--- config.mk ---
export PLATFORM = sky130hd
export DESIGN_NAME = grid_trace_tracker
export DESIGN_NICKNAME = d
export VERILOG_FILES = /design/src/rtl/grid_trace_tracker.sv
export SDC_FILE = /design/constraint.sdc
export NUM_CORES = 1
export LEC_CHECK = 0
export ABC_AREA = 1
export CAP_MARGIN = 5
export CORE_MARGIN = 2
export CORE_UTILIZATION = 49
export CTS_CLUSTER_DIAMETER = 150
export DETAILED_ROUTE_END_ITERATION = 7
export GPL_TIMING_DRIVEN = 0
export PLACE_DENSITY = 0.87
export SETUP_SLACK_MARGIN = 0.3
export SYNTH_ARGS = -nofsm -noshare
export SYNTH_HDL_FRONTEND = slang
export SYNTH_SLANG_ARGS = --single-unit
--- constraint.sdc ---
create_clock -name clk -period 5 [get_ports clk]
set_input_delay 1 -clock clk [delete_from_list [all_inputs] [get_ports clk]]
set_output_delay 1 -clock clk [all_outputs]
set_load 0.05 [all_outputs]
--- src/rtl/grid_trace_tracker.sv ---
// Per-player trace grid: latches IR hits into a GRID_N x GRID_N trace map and colours the current VGA pixel.
// Optional snitch blinking is enabled with the SNITCH_BLINK_EN macro.
module grid_trace_tracker #(
  parameter int GRID_N       = 4,
  parameter int X0           = 120,
  parameter int Y0           = 40,
  parameter int BOX_W        = 100,
  parameter int BOX_H        = 100,
  parameter int HOLD_CYCLES  = 10000000,
  parameter int BROOM_CELL   = 6,
  parameter int BLINK_CYCLES = 12500000,
  localparam int NC          = GRID_N * GRID_N,
  localparam int CW          = $clog2(NC + 1)
) (
  input  logic          clk,
  input  logic          reset,
  input  logic [8:0]    row,
  input  logic [9:0]    col,
  input  logic [NC-1:0] ir_in,
  input  logic [3:0]    house,
  input  logic          broom_powerup,
  input  logic          two_player_mode,
  input  logic          clear_my_trace,
  input  logic          reset_trace,
  input  logic [NC-1:0] snitch_location,
  input  logic [NC-1:0] displayed_trace,
  output logic [NC-1:0] already_traced,
  output logic          color_in_box,
  output logic [7:0]    box_color,
  output logic          reset_other_player_trace,
  output logic          trace_complete,
  output logic [CW-1:0] hit_count,
  output logic [CW-1:0] miss_count
);

  localparam int HW = $clog2(HOLD_CYCLES + 1);

  logic [HW-1:0]     hold_cnt;
  logic              hold_idle;
  logic              broom_clear;
  logic              complete_now;
  logic              complete_q;
  logic [GRID_N-1:0] row_hit;
  logic [GRID_N-1:0] col_hit;
  logic [NC-1:0]     cell_mask;
  logic [31:0]       row_w;
  logic [31:0]       col_w;
  logic              in_cell;
  logic              traced_at;
  logic              snitch_at;
  logic              target_at;
  logic              pix_lit;
  logic              snitch_pix;
  logic [7:0]        snitch_color;
  logic [7:0]        color_d;

  function automatic logic [CW-1:0] popcount(input logic [NC-1:0] v);
    logic [CW-1:0] n;
    n = '0;
    for (int i = 0; i < NC; i++) n = n + CW'(v[i]);
    return n;
  endfunction

  assign hold_idle   = (hold_cnt == '0);
  assign broom_clear = (~two_player_mode & broom_powerup & ir_in[BROOM_CELL]) |
                       (two_player_mode & clear_my_trace);

  always_ff @(posedge clk) begin
    if (reset) begin
      hold_cnt <= '0;
    end else if (reset_trace) begin
      hold_cnt <= HW'(HOLD_CYCLES);
    end else if (!hold_idle) begin
      hold_cnt <= hold_cnt - HW'(1);
    end
  end

  // Clear sources outrank the latch; the latch itself is not pixel-gated.
  always_ff @(posedge clk) begin
    if (reset) begin
      already_traced <= '0;
    end else if (!hold_idle) begin
      already_traced <= '0;
    end else if (broom_clear) begin
      already_traced <= '0;
    end else begin
      already_traced <= already_traced | ir_in;
    end
  end

  // One comparator pair per grid row and per grid column; a cell is their AND.
  assign row_w = 32'(row);
  assign col_w = 32'(col);

  for (genvar r = 0; r < GRID_N; r++) begin : g_row
    assign row_hit[r] = (row_w >= 32'(Y0 + r * BOX_H)) && (row_w < 32'(Y0 + (r + 1) * BOX_H));
  end

  for (genvar c = 0; c < GRID_N; c++) begin : g_col
    assign col_hit[c] = (col_w >= 32'(X0 + c * BOX_W)) && (col_w < 32'(X0 + (c + 1) * BOX_W));
  end

  for (genvar i = 0; i < NC; i++) begin : g_cell
    assign cell_mask[i] = row_hit[i / GRID_N] & col_hit[i % GRID_N];
  end

  assign in_cell   = |cell_mask;
  assign traced_at = |(cell_mask & already_traced);
  assign snitch_at = |(cell_mask & already_traced & snitch_location);
  assign target_at = |(cell_mask & displayed_trace);

`ifdef SNITCH_BLINK_EN
  localparam int BW = (BLINK_CYCLES > 1) ? $clog2(BLINK_CYCLES) : 1;

  logic [BW-1:0] blink_cnt;
  logic          blink;

  always_ff @(posedge clk) begin
    if (reset) begin
      blink_cnt <= '0;
      blink     <= 1'b0;
    end else if (blink_cnt == BW'(BLINK_CYCLES - 1)) begin
      blink_cnt <= '0;
      blink     <= ~blink;
    end else begin
      blink_cnt <= blink_cnt + BW'(1);
    end
  end

  assign snitch_color = blink ? 8'h50 : 8'h00;
`else
  assign snitch_color = 8'h50;
`endif

  always_comb begin
    pix_lit    = in_cell & traced_at & hold_idle;
    snitch_pix = in_cell & snitch_at;
    color_d    = 8'h00;
    if (snitch_pix) begin
      color_d = snitch_color;
    end else if (!pix_lit || house == 4'b0000) begin
      color_d = 8'h00;
    end else if (house[3]) begin
      color_d = target_at ? 8'h9A : 8'h99;
    end else if (house[2]) begin
      color_d = target_at ? 8'h16 : 8'h17;
    end else if (house[1]) begin
      color_d = target_at ? 8'h49 : 8'h50;
    end else begin
      color_d = target_at ? 8'hDC : 8'hDD;
    end
  end

  assign complete_now = (displayed_trace != '0) &&
                        ((already_traced & displayed_trace) == displayed_trace) && hold_idle;

  always_ff @(posedge clk) begin
    if (reset) begin
      color_in_box             <= 1'b0;
      box_color                <= 8'h00;
      reset_other_player_trace <= 1'b0;
      trace_complete           <= 1'b0;
      complete_q               <= 1'b0;
      hit_count                <= '0;
      miss_count               <= '0;
    end else begin
      color_in_box             <= pix_lit;
      box_color                <= color_d;
      reset_other_player_trace <= two_player_mode & broom_powerup & ir_in[BROOM_CELL];
      trace_complete           <= complete_now & ~complete_q;
      complete_q               <= complete_now;
      hit_count                <= popcount(already_traced & displayed_trace);
      miss_count               <= popcount(already_traced & ~displayed_trace);
    end
  end

endmodule

== Yosys cells after proc, flatten, opt, wreduce, memory -nomap -nowiden ==
Index checks and enable logic that the tools add are counted.
Word-level totals
  register bits: 62
  input bits: 77
  logic and storage cells: 129
Operators by class
  add/sub/neg operators: 31
  $lt $le $gt $ge: 16
  eq/ne operators: 2
  muxes and demuxes: 11
  bitwise gates (word level): 36
  reduce and logical (&&, ||, !) cells: 22
Operator list (count)
  $add A5 B1 Y5: 22
  $and A16 B16 Y16: 5
  $reduce_or A16 Y1: 4
  $mux W24: 2
  $and A1 B1 Y1: 25
  $logic_not A24 Y1: 1
  $mux W8: 3
  $sub A24 B1 Y24 const B: 1
  $ge A10 B9 Y1 const B: 2
  $lt A10 B9 Y1 const B: 2
  $ge A9 B8 Y1 const B: 2
  $lt A9 B8 Y1 const B: 2
  $lt A9 B9 Y1 const B: 2
  $eq A16 B16 Y1: 1
  $not A16 Y16: 1
  $or A16 B16 Y16: 1
  $reduce_bool A16 Y1: 1
  $mux W7: 2
  $add A4 B1 Y5: 2
  $ge A10 B7 Y1 const B: 1
  $ge A10 B8 Y1 const B: 1
  $logic_and A1 B1 Y1: 10
  $lt A10 B10 Y1 const B: 1
  $lt A10 B8 Y1 const B: 1
  16 further kinds: 23

== Depth between registers and ports, before layout ==
Gate-level depths: netlist (run 1).
  depth in word-level cells: 17
  mapped depth: 17
  gate-level depth less buffers: 17

== Worst setup path before layout (run 1) ==
Ideal clock, no wire load.
  path kind: input port to flip-flop
  start: input displayed_trace[0]
  end: register miss_count[2]
  setup time: 0.119 ns
  data arrival time: 4.033 ns
  slack: 0.847 ns
  stages: 11
  path buffers: 0
  cells stage by stage: inv_1 > nand2_1 > fa_1 > inv_1 > fa_1 > fa_1 > fa_1 > ha_1 > fa_1 > o21ai_0 > a21oi_1
On the way
  cells in the longest elaborated chain, start to end: 17
RTL lines
  start: declaration: line 26  | input logic [NC-1:0] displayed_trace,
  $not A16 Y16: line 173  | miss_count <= popcount(already_traced & ~displayed_trace);
  $and A16 B16 Y16: line 173
  $add A1 B1 Y2: line 60  | for (int i = 0; i < NC; i++) n = n + CW'(v[i]);
  $add A2 B1 Y3: line 60
  $add A3 B1 Y4: line 60
  $add A4 B1 Y5: line 60
  $add A5 B1 Y5 (11 in series): line 60
  end signal: assignment: line 173
  end: declaration: line 33  | output logic [CW-1:0] miss_count
Every way passes these cells.
A chain may end at the register's enable or synchronous reset.

== Worst setup path in the final report (run 1) ==
Same ends and word-level chain as after synthesis.

==> qor.csv, run 1 <==
metric;value;unit
Area Overhead vs Synth;33.4;%
mean post-synth cell area;6.48;um^2
I/O pin total;114;
antenna violations before repair;0;
Worst Skew;0.0137;ns
mean routed wirelength per cell;14.5;um
Final Power;1.18;mW
Buf/Inv on CP;3;
pre-CTS setup slack;0.135;ns
drt via density;5.16;
peak supply drop;148;uV
EDFF count, synth;0;
core area;8260;um^2
crit-path max FO;3;
crit path kind;input port to flop;
Clock Path Buffers;2;
WP data required;5.25;ns
class of the worst hold path;flop to flop;
Final Max Tran Viols;0;
design area;5590;um^2
cell taking the most area after synthesis;dfxtp_1;
final setup vio count;0;
worst slew pin tran;0.549;ns
Slowest-stage cell, CP;fa_1;
Synth Register Bits;61;
Root Driver;clkbuf_8;
post-CTS resize count;0;
Cell variety after synth;38;
final setup margin;0.455;ns
final hold vios;0;
Power Density;211;nW/um^2
RePlAce Congestion;0.949;
pin count of the biggest net entering global routing;11;
Detailed Route WL;12600;um
width of the die;96.4;um
Core Rows;33;
final routed DRC violation total;0;
fmax;0.220;GHz
via count;4511;
minimum clock period after layout;4.55;ns
share of layout cells above drive strength 1;4.55;%
CP dominant cell by count;fa_1;
die area;9300;um^2
drt first pass iters;5;
# diodes;0;
crit path launch type;input port;
Sequential Area;1220;um^2
worst slew margin relative to its limit;63.3;%
area of the multi-input gates;2560;um^2
Initial Util;50.7;%
H-tree depth;3;
CTS Hold Bufs;0;
CP top delay family;adder cells;
Final HPWL DP;10100;um
static leakage;2.61;nW
setup TNS;0;ns
# fillers;729;
synthesized instance count;646;
status;finished clean;
Clock Sinks;61;
dominant cells by area after synthesis;dfxtp_1 29%, nand2_1 14%, nor2_1 12%, fa_1 9.6%, inv_1 8.8%;
Clock Latency Late Sink;0.35;ns
first-pass GRT wire length;20300;um
worst path cell trace;clkdlybuf4s50_1 -> inv_1 -> nand2_1 -> fa_1 -> inv_1 -> fa_1 -> fa_1 -> fa_1 -> ha_1 -> fa_1 -> o21ai_0 -> a21oi_1;
CP endpoint kind;flop;
synth cell count leaders;158 x nand2_1, 137 x nor2_1, 98 x inv_1, 61 x dfxtp_1, 42 x nand3_1;
PortBufs;108;
mapped cell area;4190;um^2
syn nets;756;
clock slew at the register clock pins of the worst setup and hold paths;0.08;ns
Setup Buffers After CTS;0;
global route overflow;0;
Placed Area;5400;um^2
sequential cell area fraction in the yosys report;29.2;%
RSZ-0062 raised after global routing;no;
synth warn;0;
Crit path largest cell delay;0.57;ns
Max-Cap Viols;0;
Critical Path AT;4.79;ns
fin crit share;90.9;%
CTS Buf Count;9;
Die Y;96.4;um
CTS tree;built;
overall global routing resource usage;28.7;%
Synth top area share;29.2;%
Final #Nets;875;
Placed Cells incl. Taps;859;
vias in the first global route;4393;
DRT iter0 DRCs;246;
antenna-violating nets left;0;
most common cell in the netlist;nand2_1;
ys async rst share;0;%
Top FF cell, synth;dfxtp_1;
post-route insts no fill;874;
worst register-to-register path: stages (launching register included):
cell and delay, ns:
dfxtp_1 0.49, nand2_1 0.13, fa_1 0.57, inv_1 0.07
fa_1 0.50, fa_1 0.53, fa_1 0.50, ha_1 0.25
fa_1 0.41, o21ai_0 0.19, a21oi_1 0.06
final timing paths:
check,start,end,slack [ns],cells after the start
max reg2reg,already_traced[0],miss_count[2],1.20,10
min,complete_q,trace_complete,0.41,1
min reg2reg,complete_q,trace_complete,0.41,1
max,displayed_trace[0],miss_count[2],0.45,12
stage by stage:
stage	hold WS [ns]	utilization, %
floorplan	0.375	-
global placement	0.386	65.4
detailed placement	0.399	65.4
CTS	0.409	67.6
global route	0.441	67.6
finish	0.410	67.6
flip-flops by register name, summed over array words and instances (netlist names):
name                      flops
already_traced               16
box_color                     7
color_in_box                  1
complete_q                    1
hit_count                     5
hold_cnt                     24
miss_count                    5
reset_other_player_trace      1
trace_complete                1
layout make-up:
cell class,count,area share [%]
Clock inverter,3,0.358
Sequential cell,61,21.9
Tap cell,105,2.35
Clock buffer,12,2.96
Inverter,102,6.85
Multi-Input combinational cell,478,45.8
Buffer,5,0.426
Timing Repair Buffer,108,19.4
per-layer routing:
metal  part of all wire (%)  track usage (%)
met2                     49             50.8
met3                    6.4             5.28
met1                     42             35.0
met4                    2.4             10.2
met5                      0                0
report_power, final:
| part | total (mW) | leakage (nW) | internal (mW) | switching, mW |
|---|---|---|---|---|
| clock network | 0.416 | 0.0905 | 0.217 | 0.200 |
| registers | 0.514 | 0.495 | 0.500 | 0.0139 |
| logic | 0.251 | 2.03 | 0.108 | 0.143 |
cell usage in the layout, fill, tap and decap left out, types with 2 or more instances in the layout:
cell type	n
nand2_1	158
nor2_1	137
clkdlybuf4s50_1	108
inv_1	98
dfxtp_1	61
nand3_1	42
a21oi_1	24
fa_1	20
ha_1	13
clkbuf_8	12
nand4_1	11
o21ai_0	10
nor3_1	10
nor2_2	6
o22ai_1	6
nor4_1	5
a31oi_1	5
nand3b_1	3
inv_2	3
o21bai_1	3
clkbuf_1	3
xor2_1	3
o21ai_1	2
nand2_2	2
nor2_4	2
nor3b_1	2
a21o_1	2
or2_2	2
o31ai_1	2
clkinvlp_4	2
cell families (layout without fill, tap and decap cells):
logic type               after synthesis  count (layout)  synth area share, %
AO/OA/AOI/OAI                         58              58                 8.13
flip-flops                            61              61                 29.2
other                                  1               1               0.0895
buffers and inverters                107             230                 9.71
AND/OR/NAND/NOR                      382             382                 38.6
adder cells (fa/ha/maj)               33              33                 13.4
XOR/XNOR                               4               4                0.837
Power figures use the tool's default switching activity.
==> inputs of run 2 (changes only) <==
--- a/config.mk
+++ b/config.mk
@@ -12,6 +12,7 @@
 export CTS_CLUSTER_DIAMETER = 150
 export DETAILED_ROUTE_END_ITERATION = 7
 export GPL_TIMING_DRIVEN = 0
+export MAX_ROUTING_LAYER = met4
 export PLACE_DENSITY = 0.87
 export SETUP_SLACK_MARGIN = 0.3
 export SYNTH_ARGS = -nofsm -noshare
==> run 2 against run 1 <==
Net effect: sequential power is essentially flat; total power grew 2.6%; die area unchanged; register-to-register slack about the same; critical path depth unchanged; largest power group unchanged; critical path type unchanged.
==> qor.csv, run 2 (synthesis results as in run 1) <==
metric;value;unit
global route overflow;0;
R2R depth;10;
Detailed Route WL;12600;um
Crit path largest cell delay;0.58;ns
number of flip-flops in the largest register;24;
Min-Delay Path Depth;1;
width of the die;96.4;um
clock slew at the register clock pins of the worst setup and hold paths;0.08;ns
Root Driver;clkbuf_8;
Largest Register;hold_cnt;
CTS Buf Count;9;
core area;8260;um^2
Clock Path Buffers;2;
final setup vio count;0;
Clock Latency Late Sink;0.35;ns
Final HPWL DP;10200;um
mean routed wirelength per cell;14.4;um
Buf/Inv on CP;3;
worst setup path startpoint;displayed_trace[0];
via count;4590;
crit path launch type;input port;
worst slew pin tran;0.549;ns
pre-CTS setup slack;0.0537;ns
RR Endpoint;miss_count[4];
R2R setup slack;1.20;ns
setup TNS;0;ns
Die Y;96.4;um
Final Max Tran Viols;0;
CP top delay family;adder cells;
Area Overhead vs Synth;33.7;%
minimum clock period after layout;4.57;ns
biggest regs;hold_cnt: 24 flops, already_traced: 16 flops, box_color: 7 flops;
class of the worst hold path;flop to flop;
hold path startpoint;complete_q;
worst slew margin relative to its limit;63.3;%
Core Rows;33;
RePlAce Congestion;0.953;
reg-to-reg startpoint;already_traced[0];
Initial Util;50.7;%
Clock Sinks;61;
# diodes;0;
fmax;0.219;GHz
die area;9300;um^2
drt first pass iters;5;
fin crit share;91.4;%
sw power;374;uW
I/O pin total;114;
WP data required;5.23;ns
share of layout cells above drive strength 1;4.68;%
Placed Cells incl. Taps;859;
overall global routing resource usage;29.9;%
crit-path max FO;3;
crit path kind;input port to flop;
Setup Buffers After CTS;0;
status;finished clean;
CP endpoint kind;flop;
static leakage;2.61;nW
Final Power;1.21;mW
RSZ-0062 raised after global routing;no;
pin count of the biggest net entering global routing;13;
Critical Path AT;4.80;ns
CP dominant cell by count;fa_1;
Max-Cap Viols;0;
CTS tree;built;
Worst Hold Path EP;trace_complete;
Switching Fraction;30.9;%
first-pass GRT wire length;20400;um
post-route insts no fill;875;
DRT iter0 DRCs;219;
commonest non-fill, non-tap cells in the layout;158 x nand2_1, 137 x nor2_1, 108 x clkdlybuf4s50_1, 98 x inv_1, 61 x dfxtp_1;
worst path cell trace;clkdlybuf4s50_1 -> inv_1 -> nand2_1 -> fa_1 -> inv_1 -> fa_1 -> fa_1 -> fa_1 -> ha_1 -> fa_1 -> a21oi_1 -> nor3_1;
hold slack;0.414;ns
Clk pwr share;36.9;%
H-tree depth;3;
peak supply drop;176;uV
final routed DRC violation total;0;
Slowest-stage cell, CP;fa_1;
final setup margin;0.428;ns
Final #Nets;875;
Seq pwr share;42.4;%
Pint;838;uW
drt via density;5.25;
PortBufs;108;
antenna violations before repair;0;
Gate power share;20.8;%
commonest non-fill, non-tap cell in the layout;nand2_1;
final hold vios;0;
Power Density;217;nW/um^2
antenna-violating nets left;0;
vias in the first global route;4358;
Worst Skew;0.0119;ns
==> run 2: power groups by stage <==
stage	combinational [mW]	clock [mW]	sequential, mW
floorplan	0.136	0	0.525
global route	0.280	0.474	0.516
global placement	0.240	0	0.523
detailed placement	0.246	0	0.524
finish	0.252	0.447	0.514
CTS	0.248	0.459	0.513
==> run 2: worst max path at each step <==
stage	endpoint	slack, ns	cells after the start
final	miss_count[4]	0.43	12
after global routing	miss_count[3]	0.35	15
after CTS	miss_count[2]	0.41	12
after detailed placement	miss_count[2]	0.05	12
after global placement	miss_count[2]	0.17	12
after floorplan	miss_count[2]	0.85	11
==> run 2: final cells by class <==
class                      count  area (um^2)
sequential                    61         1220
inverter                     102          383
tap                          105          131
timing repair buffer         108         1080
buffer                         5         23.8
clock buffer                   9          124
clock inverter                 7         73.8
multi-input combinational    478         2560
fill                         729         2660
==> run 2: metrics by stage <==
step                      cell area (um^2)  util (%)
final                                 5600      67.8
after detailed placement              5400      65.4
after CTS                             5600      67.8
after floorplan                       4190         -
after global placement                5400      65.4
after global routing                  5600      67.8
==> run 2: routing by layer <==
| metal | part of all wire (%) | global-route usage (%) | up-vias | wire (um) |
|---|---|---|---|---|
| li1 | - | - | 2277 | - |
| met1 | 43 | 36.2 | 2119 | 5390 |
| met2 | 49 | 51.6 | 168 | 6220 |
| met3 | 5.9 | 4.89 | 26 | 750 |
| met4 | 2.1 | 8.69 | 0 | 268 |
| met5 | 0 | - | - | 0 |
==> run 2: repair_timing <==
action | in CTS | in global routing
endpoints found under the hold margin | 0 | 0
resized for setup | 0 | 1
setup endpoints to repair | 0 | 1
hold buffers | 0 | 0
==> RTL change 1 (flow settings as in run 1) <==
`BOX_W`: 100 -> 75.
--- a/src/rtl/grid_trace_tracker.sv
+++ b/src/rtl/grid_trace_tracker.sv
@@ -4,7 +4,7 @@
   parameter int GRID_N       = 4,
   parameter int X0           = 120,
   parameter int Y0           = 40,
-  parameter int BOX_W        = 100,
+  parameter int BOX_W        = 75,
   parameter int BOX_H        = 100,
   parameter int HOLD_CYCLES  = 10000000,
   parameter int BROOM_CELL   = 6,
Check against the original RTL: not equivalent (Yosys sat finds a counterexample within 4 cycles, from zero or initial values and one cycle with reset high).
==> RTL change 1 against run 1 <==
Routed wire length increased by 1.3%. Sequential share of layout area fell by 0.40 points. Clock skew decreased by 0.0039 ns. Synthesized area rose by 2.2%. Via count up 2.9%. Sequential power about the same. Total power shrank 2.7%. Sequential cell count is the same. Core utilization fell by 1.4 points. Cell area is 1.9% higher. Non-clock buffer count rose by 3. Worst setup slack better by 0.083 ns. First-iteration DRC count rose by 24%. Critical endpoint unchanged. Largest power group unchanged.
==> RTL change 1: results (changes against run 1) <==
share of post-route cells with drive strength above 1 - 0.0660 (was 0.0455)
DP Wirelength - 10100 um (about the same)
NonClk Buf Share - 0.203 (was 0.198)
worst setup slack before clock tree synthesis - 0.0197 ns (was 0.135 ns)
part of the Yosys area used for sequential elements - 0.285 (was 0.292)
RePlAce Congestion - 1.01 (was 0.949)
layout-stage area growth over the synthesis result - 32.9% (was 33.4%)
Post-Synthesis Net Count - 743 (was 756)
Post-Route M1 WL - 5290 um (was 5360 um)
number of fillers in the final layout - 761 (was 729)
placed cell count - 851 (was 859)
Worst slew margin - 0.622 (was 0.633)
# nets final - 864 (was 875)
Worst Reg2Reg Path Length in Cells - 14 (was 10)
worst reg2reg path endpoint - hit_count[2] (was miss_count[2])
Syn Inst Count - 633 (was 646)
total number of sequential cells - 61 (unchanged)
arrival time of data at the critical path endpoint - 4.73 ns (was 4.79 ns)
number of clock buffer instances in the layout - 11 (was 12)
GRT Total Usage - 0.279 (was 0.287)
power in combinational cells - 0.000259 W (was 0.000251 W)
global-route wire length before repair - 21500 um (was 20300 um)
post-route cell area - 5690 um2 (was 5590 um2)
largest incremental delay on the critical path - 0.54 ns (was 0.57 ns)
average wire per standard cell - 14.8 um (was 14.5 um)
Crit Reg-Reg Startpoint - already_traced[1] (was already_traced[0])
number of input and output port buffers inserted - 110 (was 108)
list of most frequent post-synthesis cells - 138 x nand2_1, 119 x nor2_1, 96 x inv_1, 61 x dfxtp_1, 43 x nand3_1 (was 158 x nand2_1, 137 x nor2_1, 98 x inv_1, 61 x dfxtp_1, 42 x nand3_1)
Iter 0 DRT Violations - 305 (was 246)
part of the total power dissipated in combinational logic - 0.225 (was 0.212)
Non-clk bufs - 116 (was 113)
run status - finished clean (unchanged)
clock skew after layout - 0.00985 ns (was 0.0137 ns)
## RTL change 1: logic make-up after synthesis
family                   Yosys count  share of synthesized area
AND/OR/NAND/NOR                  368                      0.385
buffers and inverters            105                     0.0965
flip-flops                        61                      0.285
AO/OA/AOI/OAI                     60                     0.0903
adder cells (fa/ha/maj)           33                      0.132
XOR/XNOR                           5                     0.0102
other                              1                   0.000876
## RTL change 1: worst max path at each step
stage,startpoint,to,slack (ns),cells after the start
6_report,displayed_trace[11],miss_count[2],0.54,16
5_1_grt,displayed_trace[11],miss_count[2],0.34,16
4_1_cts,displayed_trace[5],hit_count[2],0.35,15
3_5_place_dp,displayed_trace[5],hit_count[2],0.02,15
3_3_place_gp,displayed_trace[5],hit_count[2],0.1,15
2_1_floorplan,displayed_trace[0],hit_count[4],0.86,14
==> RTL change 2 (flow settings as in run 1) <==
Without the edit above. Register the input `two_player_mode` before use. The logic sees it one clock later. The other inputs are not delayed to match.
--- a/src/rtl/grid_trace_tracker.sv
+++ b/src/rtl/grid_trace_tracker.sv
@@ -35,6 +35,12 @@
 
   localparam int HW = $clog2(HOLD_CYCLES + 1);
 
+  logic two_player_mode_q;
+
+  always_ff @(posedge clk) begin
+    two_player_mode_q <= two_player_mode;
+  end
+
   logic [HW-1:0]     hold_cnt;
   logic              hold_idle;
   logic              broom_clear;
@@ -62,8 +68,8 @@
   endfunction
 
   assign hold_idle   = (hold_cnt == '0);
-  assign broom_clear = (~two_player_mode & broom_powerup & ir_in[BROOM_CELL]) |
-                       (two_player_mode & clear_my_trace);
+  assign broom_clear = (~two_player_mode_q & broom_powerup & ir_in[BROOM_CELL]) |
+                       (two_player_mode_q & clear_my_trace);
 
   always_ff @(posedge clk) begin
     if (reset) begin
@@ -166,7 +172,7 @@
     end else begin
       color_in_box             <= pix_lit;
       box_color                <= color_d;
-      reset_other_player_trace <= two_player_mode & broom_powerup & ir_in[BROOM_CELL];
+      reset_other_player_trace <= two_player_mode_q & broom_powerup & ir_in[BROOM_CELL];
       trace_complete           <= complete_now & ~complete_q;
       complete_q               <= complete_now;
       hit_count                <= popcount(already_traced & displayed_trace);
Formal check against the unedited RTL: not equivalent (a bounded check fails within 4 cycles, from zero or initial values and one cycle with reset high).
==> RTL change 2 against run 1 <==
Cell count increased by 0.11%. Worst setup slack gained 0.067 ns. Synthesized cell count grew 0.15%. Cell area grew 1.0%. Clock skew shrank 0.0049 ns. Synthesized area increased by 0.48%. Sequential power increased by 2%. Total power grew 8.3%. Core utilization up 0.70 points. Worst hold slack got worse by 0.0068 ns. Sequential cell count grew 1. Routed wire length shrank 1.5%.
==> RTL change 2: results (changes against run 1) <==
part of the total power dissipated in the clock network - 0.397 (was 0.353)
transition time at the pin with the least slew margin - 0.549 ns (about the same)
worst setup slack before clock tree synthesis - 0.148 ns (was 0.135 ns)
switching part of the total power - 0.280 (was 0.302)
number of vias after detailed routing - 4597 (was 4511)
xor/xnor share of the synthesized area - 0.00833 (was 0.00837)
Synth Area in Compound Gates - 0.0809 (was 0.0813)
Crit Reg-Reg Startpoint - already_traced[11] (was already_traced[0])
post-synthesis adder-cell area fraction - 0.134 (about the same)
met1 Use GR - 0.350 (about the same)
via density per instance - 5.25 (was 5.16)
share of post-route cells with drive strength above 1 - 0.0442 (was 0.0455)
Syn Inst Count - 647 (was 646)
run status - finished clean (unchanged)
leading cell types by total area after synthesis - dfxtp_1 29%, nand2_1 14%, nor2_1 12%, fa_1 9.5%, inv_1 8.7% (was dfxtp_1 29%, nand2_1 14%, nor2_1 12%, fa_1 9.6%, inv_1 8.8%)
part of the Yosys area used for sequential elements - 0.295 (was 0.292)
GRT Total Usage - 0.276 (was 0.287)
list of most frequent post-synthesis cells - 158 x nand2_1, 137 x nor2_1, 98 x inv_1, 62 x dfxtp_1, 42 x nand3_1 (was 158 x nand2_1, 137 x nor2_1, 98 x inv_1, 61 x dfxtp_1, 42 x nand3_1)
met3 Use GR - 0.0426 (was 0.0528)
Routed WL - 12500 um (was 12600 um)
Iter 0 DRT Violations - 252 (was 246)
Post-Route M1 WL - 5460 um (was 5360 um)
placed inst area - 5420 um2 (was 5400 um2)
RePlAce Congestion - 0.931 (was 0.949)
global-route wire length before repair - 21000 um (was 20300 um)
arrival time of data at the critical path endpoint - 4.73 ns (was 4.79 ns)
sum of met3 wire segment lengths after detailed routing - 608 um (was 807 um)
number of global-route vias before repair - 4503 (was 4393)
Met2 Wirelength - 5950 um (was 6170 um)
clock skew after layout - 0.00885 ns (was 0.0137 ns)
Post-Synthesis Net Count - 757 (was 756)
part of the total power dissipated in combinational logic - 0.195 (was 0.212)
## RTL change 2: cell types whose count changed in the layout (fill, tap and decap cells not counted), sizes merged
cell,before,now
clkinv,2,1
bufinv,0,2
dfxtp,61,62
clkinvlp,2,1
## RTL change 2: how the worst max path moves through the flow
stage / to / slack, ns / depth (start not counted) / start
final: miss_count[2] / 0.52 / 12 / displayed_trace[0]
after global routing: miss_count[3] / 0.34 / 15 / displayed_trace[0]
after CTS: miss_count[2] / 0.51 / 12 / displayed_trace[0]
after detailed placement: miss_count[2] / 0.15 / 12 / displayed_trace[0]
after global placement: miss_count[2] / 0.18 / 12 / displayed_trace[0]
after floorplan: miss_count[2] / 0.85 / 11 / displayed_trace[0]
## RTL change 2: layout make-up
cell class / instances / area (um2)
inverters: 102 / 383
multi-input cells: 478 / 2560
well taps: 105 / 131
fillers: 726 / 2620
flip-flops and latches: 62 / 1240
clock buffers: 12 / 155
plain buffers: 5 / 23.8
clock inverters: 3 / 67.6
repair buffers: 108 / 1080
